`src/rtl/i2c_slave_reg_ctrl.sv`:
```
// Byte-level transaction controller behind an I2C slave bit engine: address decode,
// ACK/NACK decisions, an auto-incrementing register pointer and read-data prefetch.
module i2c_slave_reg_ctrl #(
  parameter logic [6:0] DEV_ADDR = 7'h50,
  parameter int         NREGS    = 16,
  parameter int         ADDR_W   = 4
) (
  input  logic              clk,
  input  logic              rst,
  input  logic              evt_start,
  input  logic              evt_stop,
  input  logic              rx_valid,
  input  logic [7:0]        rx_data,
  output logic              ack_valid,
  output logic              ack,
  output logic              tx_valid,
  output logic [7:0]        tx_data,
  input  logic              tx_take,
  input  logic              tx_nack,
  output logic [ADDR_W-1:0] reg_addr,
  output logic [7:0]        reg_wdata,
  output logic              reg_we,
  output logic              reg_re,
  input  logic [7:0]        reg_rdata,
  output logic              busy
);

  typedef enum logic [2:0] {
    IDLE, ADDR, PTR, WRITE, RD_FETCH, RD_WAIT, RD_HOLD, IGNORE
  } state_t;

  localparam logic [ADDR_W-1:0] LAST_REG = ADDR_W'(NREGS - 1);

  state_t            state;
  logic [ADDR_W-1:0] ptr;
  logic [ADDR_W-1:0] ptr_inc;
  logic              ptr_ok;

  // Pointer wraps modulo NREGS, which need not be a power of two.
  assign ptr_inc = (ptr == LAST_REG) ? '0 : ptr + 1'b1;
  assign ptr_ok  = ({24'd0, rx_data} < 32'(NREGS));

  // The read strobe is issued on entry to RD_FETCH so that reg_rdata is valid
  // while in RD_WAIT, where it is captured into tx_data.
  always_ff @(posedge clk) begin
    if (rst) begin
      state     <= IDLE;
      ptr       <= '0;
      ack_valid <= 1'b0;
      ack       <= 1'b0;
      tx_valid  <= 1'b0;
      tx_data   <= 8'h00;
      reg_addr  <= '0;
      reg_wdata <= 8'h00;
      reg_we    <= 1'b0;
      reg_re    <= 1'b0;
      busy      <= 1'b0;
    end else begin
      ack_valid <= 1'b0;
      ack       <= 1'b0;
      reg_we    <= 1'b0;
      reg_re    <= 1'b0;
      if (evt_start) begin
        state    <= ADDR;
        tx_valid <= 1'b0;
        busy     <= 1'b0;
      end else if (evt_stop) begin
        state    <= IDLE;
        tx_valid <= 1'b0;
        busy     <= 1'b0;
      end else begin
        case (state)
          ADDR: begin
            if (rx_valid) begin
              ack_valid <= 1'b1;
              if (rx_data[7:1] == DEV_ADDR) begin
                ack  <= 1'b1;
                busy <= 1'b1;
                if (rx_data[0]) begin
                  state    <= RD_FETCH;
                  reg_re   <= 1'b1;
                  reg_addr <= ptr;
                end else begin
                  state <= PTR;
                end
              end else begin
                state <= IGNORE;
              end
            end
          end
          PTR: begin
            if (rx_valid) begin
              ack_valid <= 1'b1;
              if (ptr_ok) begin
                ptr   <= rx_data[ADDR_W-1:0];
                ack   <= 1'b1;
                state <= WRITE;
              end else begin
                busy  <= 1'b0;
                state <= IGNORE;
              end
            end
          end
          WRITE: begin
            if (rx_valid) begin
              ack_valid <= 1'b1;
              ack       <= 1'b1;
              reg_we    <= 1'b1;
              reg_addr  <= ptr;
              reg_wdata <= rx_data;
              ptr       <= ptr_inc;
            end
          end
          RD_FETCH: state <= RD_WAIT;
          RD_WAIT: begin
            tx_data  <= reg_rdata;
            tx_valid <= 1'b1;
            state    <= RD_HOLD;
          end
          RD_HOLD: begin
            if (tx_take) begin
              tx_valid <= 1'b0;
              ptr      <= ptr_inc;
              reg_re   <= 1'b1;
              reg_addr <= ptr_inc;
              state    <= RD_FETCH;
            end else if (tx_nack) begin
              tx_valid <= 1'b0;
              busy     <= 1'b0;
              ptr      <= ptr_inc;
              state    <= IGNORE;
            end
          end
          default: ;
        endcase
      end
    end
  end

endmodule
```
`config.mk`:
```
export PLATFORM = sky130hd
export DESIGN_NAME = i2c_slave_reg_ctrl
export DESIGN_NICKNAME = d
export VERILOG_FILES = /design/src/rtl/i2c_slave_reg_ctrl.sv
export SDC_FILE = /design/constraint.sdc
export NUM_CORES = 1
export LEC_CHECK = 0
export ABC_AREA = 0
export CAP_MARGIN = 5
export CORE_MARGIN = 10
export CORE_UTILIZATION = 50
export DETAILED_ROUTE_END_ITERATION = 6
export HOLD_SLACK_MARGIN = 0.08
export PLACE_DENSITY = 0.89
export SYNTH_ARGS = -nofsm -noshare
export SYNTH_HDL_FRONTEND = slang
export SYNTH_SLANG_ARGS = --single-unit
```
`constraint.sdc`:
```
create_clock -name clk -period 3.4 [get_ports clk]
set_input_delay 0.51 -clock clk [delete_from_list [all_inputs] [get_ports clk]]
set_output_delay 0.51 -clock clk [all_outputs]
set_load 0.05 [all_outputs]
```
## Yosys cells after proc, flatten, opt, wreduce, memory -nomap -nowiden

Cells that the tools add are included.
W data, S select, Z words.

| word-level totals | value |
|---|---|
| bits in registers | 33 |
| input port bits | 23 |
| output and inout port bits | 26 |
| word-level logic and storage cells | 101 |

| cells by class | value |
|---|---|
| add/sub/neg operators | 1 |
| order comparisons | 1 |
| equal/unequal tests | 22 |
| multiplexer cells | 43 |
| bitwise logic cells | 4 |
| reduce and logical (&&, ||, !) cells | 18 |

Operators by type and width:

| cell | number |
|---|---|
| $mux W4 | 11 |
| $pmux W4 S3 | 2 |
| $mux W3 | 7 |
| $ne A2 B2 Y1 const B | 10 |
| $mux W1 | 18 |
| $pmux W3 S5 | 1 |
| $reduce_and A7 Y1 | 2 |
| $reduce_and A4 Y1 | 3 |
| $eq A3 B3 Y1 const B | 3 |
| $reduce_bool A3 Y1 | 3 |
| $lt A8 B5 Y1 const B | 1 |
| $ne A4 B4 Y1 const B | 2 |
| $reduce_and A8 Y1 | 1 |
| $reduce_or A4 Y1 | 2 |
| $eq A7 B7 Y1 const B | 1 |
| $reduce_bool A7 Y1 | 1 |
| $eq A3 B2 Y1 const B | 2 |
| $pmux W1 S3 | 2 |
| $reduce_or A3 Y1 | 2 |
| $ne A5 B5 Y1 const B | 1 |
| $reduce_bool A5 Y1 | 1 |
| $add A4 B1 Y4 const B | 1 |
| $eq A4 B4 Y1 const B | 1 |
| $not A1 Y1 | 4 |
| 6 further kinds | 7 |

## Logic depth before layout (Yosys ltp)

| logic depth | value |
|---|---|
| depth after elaboration | 6 |
| mapped depth | 6 |
| gate-level depth less buffers | 5 |

## Least setup slack after synthesis

OpenSTA, ideal clock, no wires.

| path | value |
|---|---|
| kind | input to register |
| start | input port rx_data[2] |
| end | register reg_addr[2] |
| setup time | 0.074 ns |
| data arrival time | 1.905 ns |
| required time | 3.326 ns |
| setup slack | 1.420 ns |
| stages on the path | 4 |
| path buffers | 0 |
| cell sequence | or4_4 o41a_1 or4_1 o21ai_0 |

| on the way | value |
|---|---|
| longest elaborated chain between the ends | 3 |

RTL lines:

| item | RTL line | text |
|---|---|---|
| start, declared | 13 | `input logic [7:0] rx_data,` |
| $eq A7 B7 Y1 | 76 | `if (rx_data[7:1] == DEV_ADDR) begin` |
| $ne A2 B2 Y1 (no source line) | n/a |  |
| $reduce_and A8 Y1 (no source line) | n/a |  |
| end signal, assigned | 82 | `reg_addr <= ptr;` |
| end signal, assigned | 109 | `reg_addr <= ptr;` |
| end signal, assigned | 125 | `reg_addr <= ptr_inc;` |
| end, declared | 20 | `output logic [ADDR_W-1:0] reg_addr,` |

No other way between the ends.
A chain may end at the register's enable or synchronous reset.

## Worst setup path in the final report

Same ends and word-level chain as after synthesis.

==> impl_metrics.csv <==
group,metric,value,unit
cts,post_cts_buffers,0,
cts,root_buffer,"clkbuf_4",
sta,finalCritPeriodShare,0.647,
sta,hold_violations,0,
global_route,overflow,0,
cts,cts_hold_buf,0,
setup_path,critPathMaxFanout,5,
sta,clock_skew,0.00976,ns
logic_synthesis,ys_warn_count,0,
sta,rsz0062_at_grt,"no",
run,drv_cap,0,
pwr,clkPwrFrac,0.306,
detailed_routing,routed-via-count,1517,
cts,cts_buffer_depth,2,
cts,post_cts_resized,0,
global_route,antenna_found_initial,0,
sta,fmax,455,MHz
logic_synthesis,yosysSeqAreaShare,0.400,
die,die-area,6000,um2
logic_synthesis,synth_top_area_frac,0.400,
global_route,grt_use_total,0.144,
cts,cts.sinks,33,
sta,finalCriticalPeriod,2.20,ns
outcome,status,"finished, final reports clean",
die,io_pins,49,
logic_synthesis,synth_common_cells,"dfxtp_1, nor2_1, mux2i_1",
final_layout,fin_cells,274,
logic_synthesis,syn_inst,182,
cts,clkTransAtPathRegs,0.10,ns
sta,slew_headroom,0.573,
logic_synthesis,syn_area,1650,um2
pwr,p_sw_frac,0.250,
placement,dp_slack,0.853,ns
die,dieHeight,77.5,um
pwr,pwr-share-comb,0.114,
cts,cts_tree,"built",
die,design.core.area,3100,um2
pwr,p_leak,0.802,nW
pwr,p_int,0.000513,W
logic_synthesis,yosys-top-cells-area,"dfxtp_1, mux2i_1, nor2_1",
global_route,grt_pass1_vias,1549,
detailed_routing,drt_iter0_markers,197,
logic_synthesis,synth_edf_count,0,
logic_synthesis,synthesis.nets,206,
final_layout,drive_above_1_share,0.0522,
final_layout,antenna_cells,0,
logic_synthesis,async_flop_share,0,
logic_synthesis,synthFlopType,"dfxtp_1",
detailed_routing,wl_per_cell,15.5,um
setup_path,cp-start-kind,"input port",
logic_synthesis,yosysTopAreaCell,"dfxtp_1",
sta,final.setup.tns,0,ns
detailed_routing,wirelength,4230,um
sta,final_max_slew_viol_count,0,
setup_path,critPathArrivalTime,2.47,ns
worst_hold_path,hp-class,"reg -> reg",
global_route,grt_max_degree,26,
global_route,grt_pass1_wl,7200,um
pwr,p_switching,0.000171,W
setup_path,cp_data_required_time,3.67,ns
placement,dp.cells,266,
pwr,p_seq_frac,0.580,
detailed_routing,first_pass_iters,4,
logic_synthesis,synth.most_common_cell,"dfxtp_1",
sta,setup_viol,0,
logic_synthesis,avgSynthCellArea,9.07,um2
final_layout,fill_cells,254,
pwr,irDropWorstVdd,0.223,mV
die,core.rowCount,20,
detailed_routing,drcViolationCount,0,
logic_synthesis,ys_types,46,
placement,io_buffers,48,
cts,cts-buffers-inserted,5,
final_layout,syn2layout_area_growth,33.7,%
logic_synthesis,ys_ff_latch,33,
setup_path,endpoint_kind,"register",
sta,fin_ws,1.20,ns
sta,worstMarginPinSlew,0.635,ns
die,die_w,77.5,um
cts,htreeDepth,2,
cts,clk_latency,0.33,ns
setup_path,worstSetupPathType,"in -> reg",
pwr,powerDensity,310,nW/um2
placement,gp_congestion,0.917,
detailed_routing,ant_nets,0,
final_layout,nNetsFinal,253,
placement,dp_hpwl,3230,um
die,start_util,0.532,
detailed_routing,vias_per_cell,5.54,
==> metrics by stage <==
step	hold WS, ns	utilization	power [W]	cell area [um2]
finish	0.467	0.711	0.000683	2210
global route	0.501	0.711	0.000719	2210
CTS	0.469	0.711	0.000689	2210
detailed placement	0.456	0.695	0.000482	2160
global placement	0.447	0.695	0.000482	2160
floorplan	0.509	-	0.000441	1650
==> layout make-up <==
cell class	count	area, um2	area share
multi-input combinational	133	923	0.419
timing repair buffer	50	495	0.225
clock buffer	8	48.8	0.0221
inverter	6	22.5	0.0102
sequential	33	661	0.299
tap	44	55.1	0.0250
==> sequential cells by signal, indices dropped and copies added, names as in the netlist <==
name	flops
tx_valid	1
tx_data	8
ack_valid	1
ptr	4
reg_we	1
reg_addr	4
reg_wdata	8
reg_re	1
busy	1
state	3
ack	1
==> kinds of logic (layout without fill, tap and decap cells) <==
kind of cell,Yosys count,count (layout),share of synthesized area
AND/OR/NAND/NOR,66,66,0.214
multiplexers,24,24,0.147
flip-flops,33,33,0.400
adder cells (fa/ha/maj),1,1,0.00758
XOR/XNOR,2,2,0.0106
buffers and inverters,16,64,0.0402
AO/OA/AOI/OAI,40,40,0.180
==> power by group through the flow <==
stage / logic [W] / registers, W / clock network, W
detailed placement: 0.0000771 / 0.000405 / 0
floorplan: 0.0000402 / 0.000401 / 0
global route: 0.0000848 / 0.000397 / 0.000237
global placement: 0.0000768 / 0.000405 / 0
CTS: 0.0000775 / 0.000396 / 0.000215
finish: 0.0000782 / 0.000396 / 0.000209
==> worst max-delay path: stages <==
cell and delay (ns):
clkdlybuf4s50_1 0.45, or4_4 0.55, o41a_1 0.39, or4_1 0.48, o21ai_0 0.09
==> metal layers <==
layer / up-vias / part of all wire / track usage
met4: 0 / 0.015 / 0.0438
li1: 761 / - / -
met5: - / 0 / 0
met1: 676 / 0.41 / 0.160
met3: 8 / 0.14 / 0.0979
met2: 72 / 0.44 / 0.217
==> placed cells by master (no fill, tap or decap), drive strengths merged, types with 3 or more instances in the layout <==
cell,netlist,final
a21oi,7,7
dfxtp,33,33
nand3b,3,3
clkdlybuf4s50,0,48
nor2b,4,4
nand2,9,9
o21ai,6,6
a311oi,6,6
clkbuf,4,8
nor3,3,3
nand2b,5,5
inv,6,6
a21o,3,3
nand4b,4,4
mux2i,22,22
nor2,25,25
==> final timing paths <==
check / from / slack (ns) / endpoint / cells past startpoint
min reg2reg: reg_addr[3]$_SDFFE_PP0P_ / 0.47 / reg_addr[3]$_SDFFE_PP0P_ / 2
min: reg_addr[3]$_SDFFE_PP0P_ / 0.47 / reg_addr[3]$_SDFFE_PP0P_ / 2
max: rx_data[2] / 1.20 / reg_addr[2]$_SDFFE_PP0P_ / 5
max reg2reg: state[2]$_SDFFE_PP0P_ / 1.39 / tx_data[4]$_SDFFE_PP0P_ / 4
Note: power is estimated with default switching activity, not from simulation.
